File: src/rtl/mac_core_p.sv
// mac_core_p: matrix-word x source-operand multiply-accumulate core.
// A small matrix RAM feeds a 3-stage MAC pipeline; an output register
// chains to neighbouring cores so results can be shifted out serially.
module mac_core_p #(
   parameter int DW     = 16,
   parameter int AW     = 7,
   parameter int LW     = 2,
   parameter int ACC_W  = 32,
   parameter int SIGNED = 1,
   parameter int SAT    = 0
) (
   input  logic                clk,
   input  logic                rst,
   input  logic                init,
   input  logic                mat_v,
   input  logic [AW-1:0]       mat_a,
   input  logic [LW*DW-1:0]    mat_d,
   input  logic                exec,
   input  logic [AW-1:0]       exec_mat_addr,
   input  logic [DW-1:0]       exec_src_data,
   input  logic                out_period,
   input  logic                update,
   input  logic [ACC_W-1:0]    acc_next,
   output logic [ACC_W-1:0]    acc,
   output logic                busy,
   output logic                ovf
);

   localparam int DEPTH = 1 << AW;
   localparam bit SGN   = (SIGNED != 0);

   logic [DW-1:0]      r_mem [DEPTH];

   logic [DW-1:0]      r_mat_rd_p1;
   logic               r_vld_p1;
   logic               r_init_p1;

   logic [DW-1:0]      r_m2_p2;
   logic [DW-1:0]      r_d2_p2;
   logic               r_vld_p2;
   logic               r_init_p2;

   logic [ACC_W-1:0]   r_acc_left;
   logic [ACC_W-1:0]   r_acc_right;
   logic               r_ovf;

   logic [2*DW-1:0]    w_m_ext;
   logic [2*DW-1:0]    w_d_ext;
   logic [2*DW-1:0]    w_prod;
   logic [ACC_W-1:0]   w_prod_acc;
   logic [ACC_W:0]     w_sum;
   logic               w_sum_ovf;
   logic [ACC_W-1:0]   w_acc_new;

   // Keep the low ACC_W bits of the extended sum (modular accumulate).
   function automatic logic [ACC_W-1:0] f_wrap(input logic [ACC_W:0] s);
      return s[ACC_W-1:0];
   endfunction

   // Clamp an out-of-range extended sum to the nearest representable bound.
   function automatic logic [ACC_W-1:0] f_saturate(input logic [ACC_W:0] s);
      logic [ACC_W-1:0] r;
      r = s[ACC_W-1:0];
      if (SGN) begin
         if (s[ACC_W] != s[ACC_W-1]) begin
            r = s[ACC_W] ? {1'b1, {(ACC_W-1){1'b0}}} : {1'b0, {(ACC_W-1){1'b1}}};
         end
      end else if (s[ACC_W]) begin
         r = '1;
      end
      return r;
   endfunction

   // Matrix load: LW consecutive words, address wraps within the RAM.
   always_ff @(posedge clk) begin
      if (!rst && mat_v) begin
         for (int k = 0; k < LW; k++) begin
            r_mem[mat_a + AW'(k)] <= mat_d[k*DW +: DW];
         end
      end
   end

   // Stage p1: registered matrix read and issue tracking for exec/init.
   always_ff @(posedge clk) begin
      if (rst) begin
         r_vld_p1  <= 1'b0;
         r_init_p1 <= 1'b0;
      end else begin
         r_vld_p1  <= exec;
         r_init_p1 <= init;
         if (exec) begin
            r_mat_rd_p1 <= r_mem[exec_mat_addr];
         end
      end
   end

   // Stage p2: operand capture; the source operand arrives one cycle after exec.
   always_ff @(posedge clk) begin
      if (rst) begin
         r_vld_p2  <= 1'b0;
         r_init_p2 <= 1'b0;
         r_m2_p2   <= '0;
         r_d2_p2   <= '0;
      end else begin
         r_vld_p2  <= r_vld_p1;
         r_init_p2 <= r_init_p1;
         if (r_vld_p1) begin
            r_m2_p2 <= r_mat_rd_p1;
            r_d2_p2 <= exec_src_data;
         end
      end
   end

   // Product and extended sum; operands are extended before multiplying so the
   // low 2*DW bits equal the signed or unsigned product as required.
   always_comb begin
      w_m_ext    = {{DW{SGN & r_m2_p2[DW-1]}}, r_m2_p2};
      w_d_ext    = {{DW{SGN & r_d2_p2[DW-1]}}, r_d2_p2};
      w_prod     = w_m_ext * w_d_ext;
      w_prod_acc = {ACC_W{SGN & w_prod[2*DW-1]}};
      w_prod_acc[2*DW-1:0] = w_prod;
      w_sum      = {SGN & r_acc_left[ACC_W-1], r_acc_left}
                 + {SGN & w_prod_acc[ACC_W-1], w_prod_acc};
      w_sum_ovf  = SGN ? (w_sum[ACC_W] ^ w_sum[ACC_W-1]) : w_sum[ACC_W];
      w_acc_new  = (SAT != 0) ? f_saturate(w_sum) : f_wrap(w_sum);
   end

   // Stage p3: accumulate; a delayed init wins over a coincident product.
   always_ff @(posedge clk) begin
      if (rst) begin
         r_acc_left <= '0;
         r_ovf      <= 1'b0;
      end else if (r_init_p2) begin
         r_acc_left <= '0;
         r_ovf      <= 1'b0;
      end else if (r_vld_p2) begin
         r_acc_left <= w_acc_new;
         r_ovf      <= r_ovf | w_sum_ovf;
      end
   end

   // Output chain register: shifts in the downstream core's result.
   always_ff @(posedge clk) begin
      if (rst) begin
         r_acc_right <= '0;
      end else if (out_period) begin
         r_acc_right <= acc_next;
      end
   end

   assign acc  = update ? r_acc_left : r_acc_right;
   assign ovf  = r_ovf;
   assign busy = (!rst && (exec || init)) || r_vld_p1 || r_init_p1 || r_vld_p2 || r_init_p2;

endmodule

File: config.mk
export PLATFORM = sky130hd
export DESIGN_NAME = mac_core_p
export DESIGN_NICKNAME = d
export VERILOG_FILES = /design/src/rtl/mac_core_p.sv
export SDC_FILE = /design/constraint.sdc
export NUM_CORES = 2
export LEC_CHECK = 0
export CAP_MARGIN = 30
export CORE_MARGIN = 3
export CORE_UTILIZATION = 30
export DETAILED_ROUTE_END_ITERATION = 8
export PLACE_DENSITY = 0.55
export SETUP_SLACK_MARGIN = 0.3
export SYNTH_ARGS = -nofsm -noshare
export SYNTH_HDL_FRONTEND = slang
export SYNTH_SLANG_ARGS = --single-unit
File: constraint.sdc
create_clock -name clk -period 6 [get_ports clk]
set_input_delay 1.2 -clock clk [delete_from_list [all_inputs] [get_ports clk]]
set_output_delay 1.2 -clock clk [all_outputs]
set_load 0.02 [all_outputs]
# Yosys cells after proc, flatten, opt, wreduce, memory -nomap -nowiden
# Memory sizes are Yosys's and may differ from the RTL's. A register that Yosys moved wholly into a read port is not among the register bits.
# Index checks and enable logic that the tools add are counted.
totals:
  regBits: 101
  ramBits: 2048
  output_inout_bits: 34
  memories: 1
op_classes:
  addsub: 2
  n_mul: 1
  muxes: 3
  bitwise: 3
  n_reduce_logical: 10
mem_list:
  columns: ["name", "depth", "word_bits", "read_ports", "rd_clocked_by_memory_dff", "wr", "line", "source"]
  rows:
  - ["r_mem", 128, 16, 1, 1, 2, "32", "logic [DW-1:0] r_mem [DEPTH];"]
ops:
  columns: ["operator", "count"]
  rows:
  - ["32-bit by 32-bit adder with 33-bit output", 1]
  - ["16-bit by 16-bit multiplier with 32-bit output", 1]
  - ["32-bit 2-to-1 mux", 1]
  - ["7-bit by 1-bit adder with 7-bit output (second input constant)", 1]
  - ["1-bit logical OR", 5]
  - ["1-bit logical AND", 2]
  - ["1-bit 2-to-1 mux", 2]
  - ["2-bit AND reduction", 1]
  - ["2-bit OR reduction", 1]
  - ["1-bit zero test", 1]
  - ["1-bit NOT", 1]
  - ["1-bit bitwise OR", 1]
  - ["1-bit bitwise XOR", 1]

# Logic depth before layout (Yosys ltp)
depth:
  word_depth: 6
  ltp_mapped: 24
  depth_no_buf: 23

# Worst setup path before layout
# No wires, ideal clock.
synth_path:
  path_kind: "register -> register"
  startpoint: "reg r_m2_p2[15]"
  endpoint: "reg r_ovf (netlist: ovf)"
  arrival_time_ps: 6341
  required_time_ps: 5921
  slack_ps: -420
  path_stages_with_launch: 24
  path_buffers: 1
  synth_period_minus_slack_ps: 6420
  cell_sequence: "dfxtp_1 > clkbuf_1 > nand2_1 > inv_1 > fa_1 > inv_1 > fa_1 > inv_1 > fa_1 > fa_1 > fa_1 > inv_1 > fa_1 > inv_1 > ha_1 > a21o_1 > a21o_1 > a21oi_1 > o21ai_0 > or3_1 > o211ai_2 > nor3_1 > or4b_1 > o211ai_1"
synth_between:
  elab_chain_cells: 4
synth_lines:
  columns: ["element", "line", "source"]
  rows:
  - ["start: declaration", "38", "logic [DW-1:0] r_m2_p2;"]
  - ["start signal: assignment", "108", "r_m2_p2 <= r_mat_rd_p1;"]
  - ["16-bit by 16-bit multiplier with 32-bit output", "119", "w_prod = w_m_ext * w_d_ext;"]
  - ["32-bit by 32-bit adder with 33-bit output", "123", "+ {SGN & w_prod_acc[ACC_W-1], w_prod_acc};"]
  - ["1-bit bitwise XOR", "124", "w_sum_ovf = SGN ? (w_sum[ACC_W] ^ w_sum[ACC_W-1]) : w_sum[ACC_W];"]
  - ["1-bit bitwise OR", "138", "r_ovf <= r_ovf | w_sum_ovf;"]
  - ["end signal: assignment", "138", null]
  - ["end: declaration", "45", "logic r_ovf;"]
# No other way between the ends.
# A chain may end at the register's enable or synchronous reset.

# Worst setup path after layout
layout_path:
  startpoint: "reg r_d2_p2[6]"
  endpoint: "reg r_ovf (netlist: ovf)"
layout_between:
  elab_chain_cells: 4
layout_lines:
  columns: ["element", "line", "source"]
  rows:
  - ["start: declaration", "39", "logic [DW-1:0] r_d2_p2;"]
  - ["start signal: assignment", "109", "r_d2_p2 <= exec_src_data;"]
  - ["16-bit by 16-bit multiplier with 32-bit output", "119", null]
  - ["32-bit by 32-bit adder with 33-bit output", "123", null]
  - ["1-bit bitwise XOR", "124", null]
  - ["1-bit bitwise OR", "138", null]
# No other way between the ends.

==> impl_metrics.yaml <==
clocking:
  h-tree-depth: 5
  cts_root_buf: "clkbuf_16"
  cts_sinks: 2165
  cts_buffer_depth: 4
  cts_tree: "done"
  clk_latency_ns: 0.93
  cts_hold_buf: 0
  numCtsBuffers: 262
  clkTransAtPathRegs_ns: 0.05
synth:
  synth-main-ff-cell: "edfxtp_1"
  yosysTopAreaCellShare_pct: 51.4
  synthCells: 7524
  synth.avg_cell_area_um2: 16.0
  netlist_top_cells_area: "edfxtp_1 51%, mux2_2 19%, mux4_2 13%"
  synth_top_cell_by_area: "edfxtp_1"
  ys_warn_count: 0
  synth_edf_count: 2064
  synth_nets: 8026
  async_reset_ff_share_pct: 0
  ys_ff_latch: 2165
  syn-cell-area_um2: 120000
  yosysSeqAreaShare_pct: 53.1
  ys_types: 61
detailed_routing:
  drt-initial-drc-count: 8099
  via_per_inst: 5.37
  drt.antenna.violating_nets: 0
  routed_wl_um: 396000
  drc_errors: 0
  vias: 70657
  routedWlPerCell_um: 30.1
  first_pass_iters: 6
worst_setup_path:
  crit_fanout: 6
  path_delay_family: "adder cells"
  worstPathArrival_ns: 6.90
  start_kind: "flop"
  crit_path_frequent_cell: "fa_1"
  required_ns: 6.78
  cp-end-kind: "flop"
  crit_buf_inv: 6
  slowest_stage: "fa_1"
  crit_chain: "and2_4 > fa_1 > inv_1 > fa_1 > inv_1 > fa_1 > inv_2 > fa_1 > inv_1 > fa_1 > inv_2 > fa_2 > inv_2 > ha_4 > a2111oi_4 > o21ai_2 > a21boi_2 > a211oi_4 > a311oi_4 > a211o_2 > nor3_1 > or4b_1 > o211ai_1"
  path_class: "flop to flop"
  rrSetupSlack_ns: -0.12
  max_stage_delay_ns: 0.55
timing:
  finalSetupViolCount: 5
  rsz0062_at_grt: "true"
  slew_headroom_pct: 25.3
  finalMaxSlewViolations: 0
  fin_skew_ns: 0.0612
  max_freq_mhz: 163
  min_period_ns: 6.12
  period_share_pct: 102
  setup_ws_ns: -0.122
  hold_violations: 0
  worst_slew_pin_slew_ns: 1.12
floorplan:
  io_pins: 135
  dieHeight_um: 640
  num_rows: 232
  die_x_um: 640
  start_util_pct: 30.1
  die_area_um2: 409000
  core-area_um2: 400000
outcome:
  violations: "setup timing"
  status: "finished with violations"
finish:
  layout.cells.non_filler: 13147
  fin_nets: 8182
  area_delta_synth_final_pct: 15.3
  drive_gt1_share_pct: 50.0
  fill_cells: 37931
power:
  seqPwrFrac_pct: 46.7
  p_sw_share_pct: 24.5
  p_int_mw: 27.0
  power_density_nw_per_um2: 258
  p_leak_nw: 47.2
  power.share.combinational_pct: 10.5
  power.switching_mw: 8.78
  ir_worst_vdd_mv: 0.235
  clkPwrFrac_pct: 42.8
placed_design:
  numPortBuffers: 134
  gp_congestion: 0.850
  place_inst: 12656
  hpwl_um: 249000
  post-place-ws_ns: -0.354
grt:
  grt_antenna_before_repair: 48
  grt_pass1_vias: 72029
  gr-usage-all-layers_pct: 19.0
  grt_max_degree: 94
  overflow: 0
  grt_pass1_wl_um: 563000
worst_hold_path:
  hp-class: "flop to flop"
flow_run:
  cap_viol_max_count: 0
per-stage QoR:
| step | util, % | total power [mW] | hold WS [ns] | cell area, µm² | setup TNS, ns |
|---|---|---|---|---|---|
| 2_1_floorplan | - | 19.3 | 0.430 | 121000 | 0 |
| 3_3_place_gp | 32.5 | 20.7 | 0.453 | 130000 | -1.89 |
| 3_5_place_dp | 32.6 | 20.7 | 0.447 | 130000 | -2.07 |
| 4_1_cts | 34.7 | 36.1 | 0.473 | 139000 | -0.0812 |
| 5_1_grt | 34.8 | 36.8 | 0.487 | 139000 | -2.89 |
| 6_report | 34.8 | 35.8 | 0.471 | 139000 | -0.216 |
power by group through the flow:
stage / logic, mW / clock network (mW) / registers [mW]
global route: 3.99 / 16.1 / 16.7
global placement: 3.64 / 0 / 17.0
detailed placement: 3.71 / 0 / 17.0
floorplan: 2.26 / 0 / 17.0
finish: 3.77 / 15.3 / 16.7
CTS: 3.75 / 15.6 / 16.7
registers in the layout, indices dropped and copies added, names as in the netlist:
name / flops
r_acc_right: 32
r_vld_p2: 1
r_vld_p1: 1
r_acc_left: 32
r_init_p2: 1
r_m2_p2: 16
ovf: 1
r_mat_rd_p1: 16
r_init_p1: 1
r_d2_p2: 16
r_mem: 2048
what timing repair did:
item / in CTS / in global routing
setup endpoints to repair: 16 / 20
cloned: 0 / 0
pin swaps: 32 / 28
setup buffers: 14 / 9
resized for setup: 73 / 33
cells in the mapped netlist, types with 10 or more instances:
cell type     n
nor2_4       14
clkbuf_1    648
fa_1        299
nor2_1      141
inv_1       345
nor3_1       14
buf_2       131
mux2_2     2076
edfxtp_1   2064
nor2_2       30
nand3_1      24
ha_1        102
mux4_2      672
o22ai_1      40
nor2b_1      13
dfxtp_1     101
nand2b_1     12
buf_4        20
o21ai_0     100
mux2i_1      83
and2_1      116
xor2_1       13
a21o_1       11
mux2_1       20
or2_2        10
xnor2_1      28
buf_1        26
nand2_1     262
a21oi_1      30
layer usage:
metal  GRT usage [%]  routed length [µm]  vias to the layer above
met4            6.11               13300                        8
met3            2.74               29900                      551
li1                -                   -                    29045
met2            30.3              185000                     3086
met5               0                  54                        -
met1            26.7              168000                    37967
layout by cell type, fill, tap and decap left out, types with 11 or more instances in the layout:
| cell | Yosys | routed |
|---|---|---|
| xnor2_1 | 28 | 24 |
| clkinv_1 | 0 | 51 |
| nor2_1 | 141 | 140 |
| nand3_1 | 24 | 22 |
| buf_4 | 20 | 521 |
| nand2b_1 | 12 | 12 |
| a21oi_1 | 30 | 22 |
| xor2_1 | 13 | 13 |
| a21o_1 | 11 | 11 |
| nor2b_1 | 13 | 12 |
| buf_12 | 0 | 27 |
| clkdlybuf4s50_1 | 0 | 93 |
| o21ai_1 | 2 | 82 |
| dfxtp_1 | 101 | 79 |
| fa_1 | 299 | 293 |
| nor2_4 | 14 | 14 |
| dfxtp_2 | 0 | 12 |
| ha_1 | 102 | 93 |
| buf_8 | 0 | 17 |
| nand2_1 | 262 | 256 |
| mux2i_1 | 83 | 83 |
| inv_1 | 345 | 336 |
| diode_2 | 0 | 12 |
| and2_1 | 116 | 111 |
| mux2_1 | 20 | 20 |
| clkinv_8 | 0 | 11 |
| mux4_2 | 672 | 672 |
| buf_6 | 6 | 56 |
| clkbuf_1 | 648 | 57 |
| edfxtp_1 | 2064 | 2064 |
| bufinv_16 | 0 | 12 |
| nor2_2 | 30 | 31 |
| clkbuf_16 | 0 | 270 |
| mux2_2 | 2076 | 2076 |
| o22ai_2 | 0 | 40 |
| clkinv_2 | 0 | 33 |
area by class of cell:
type | instances | area, µm² | area share (%)
antenna | 12 | 30.0 | 0.0216
clock buffer | 327 | 6970 | 5.02
clock inverter | 127 | 1060 | 0.761
inverter | 345 | 1300 | 0.936
multi-input combinational | 4183 | 52500 | 37.8
sequential | 2165 | 64100 | 46.1
tap | 5265 | 6590 | 4.74
timing repair buffer | 723 | 6430 | 4.62
cells by family (layout without fill, tap and decap cells):
kind of cell | count (synthesis) | after routing | synth area share (%)
simple gates | 666 | 666 | 2.67
other cells | 0 | 12 | 0
fa+ha+maj | 401 | 401 | 6.03
flops | 2165 | 2165 | 53.1
xor+xnor | 41 | 41 | 0.298
buf+inv | 1176 | 1522 | 3.90
compound gates | 224 | 224 | 1.13
mux | 2851 | 2851 | 32.8
path summary, 6_finish.rpt:
| check | startpoint | endpoint | cells after the start |
|---|---|---|---|
| worst max-delay path | r_d2_p2[6] | ovf | 23 |
| worst max register to register | r_d2_p2[6] | ovf | 23 |
| worst min-delay path | r_init_p1 | r_init_p2 | 1 |
| worst min register to register | r_init_p1 | r_init_p2 | 1 |
Note: power is estimated with default switching activity, not from simulation.
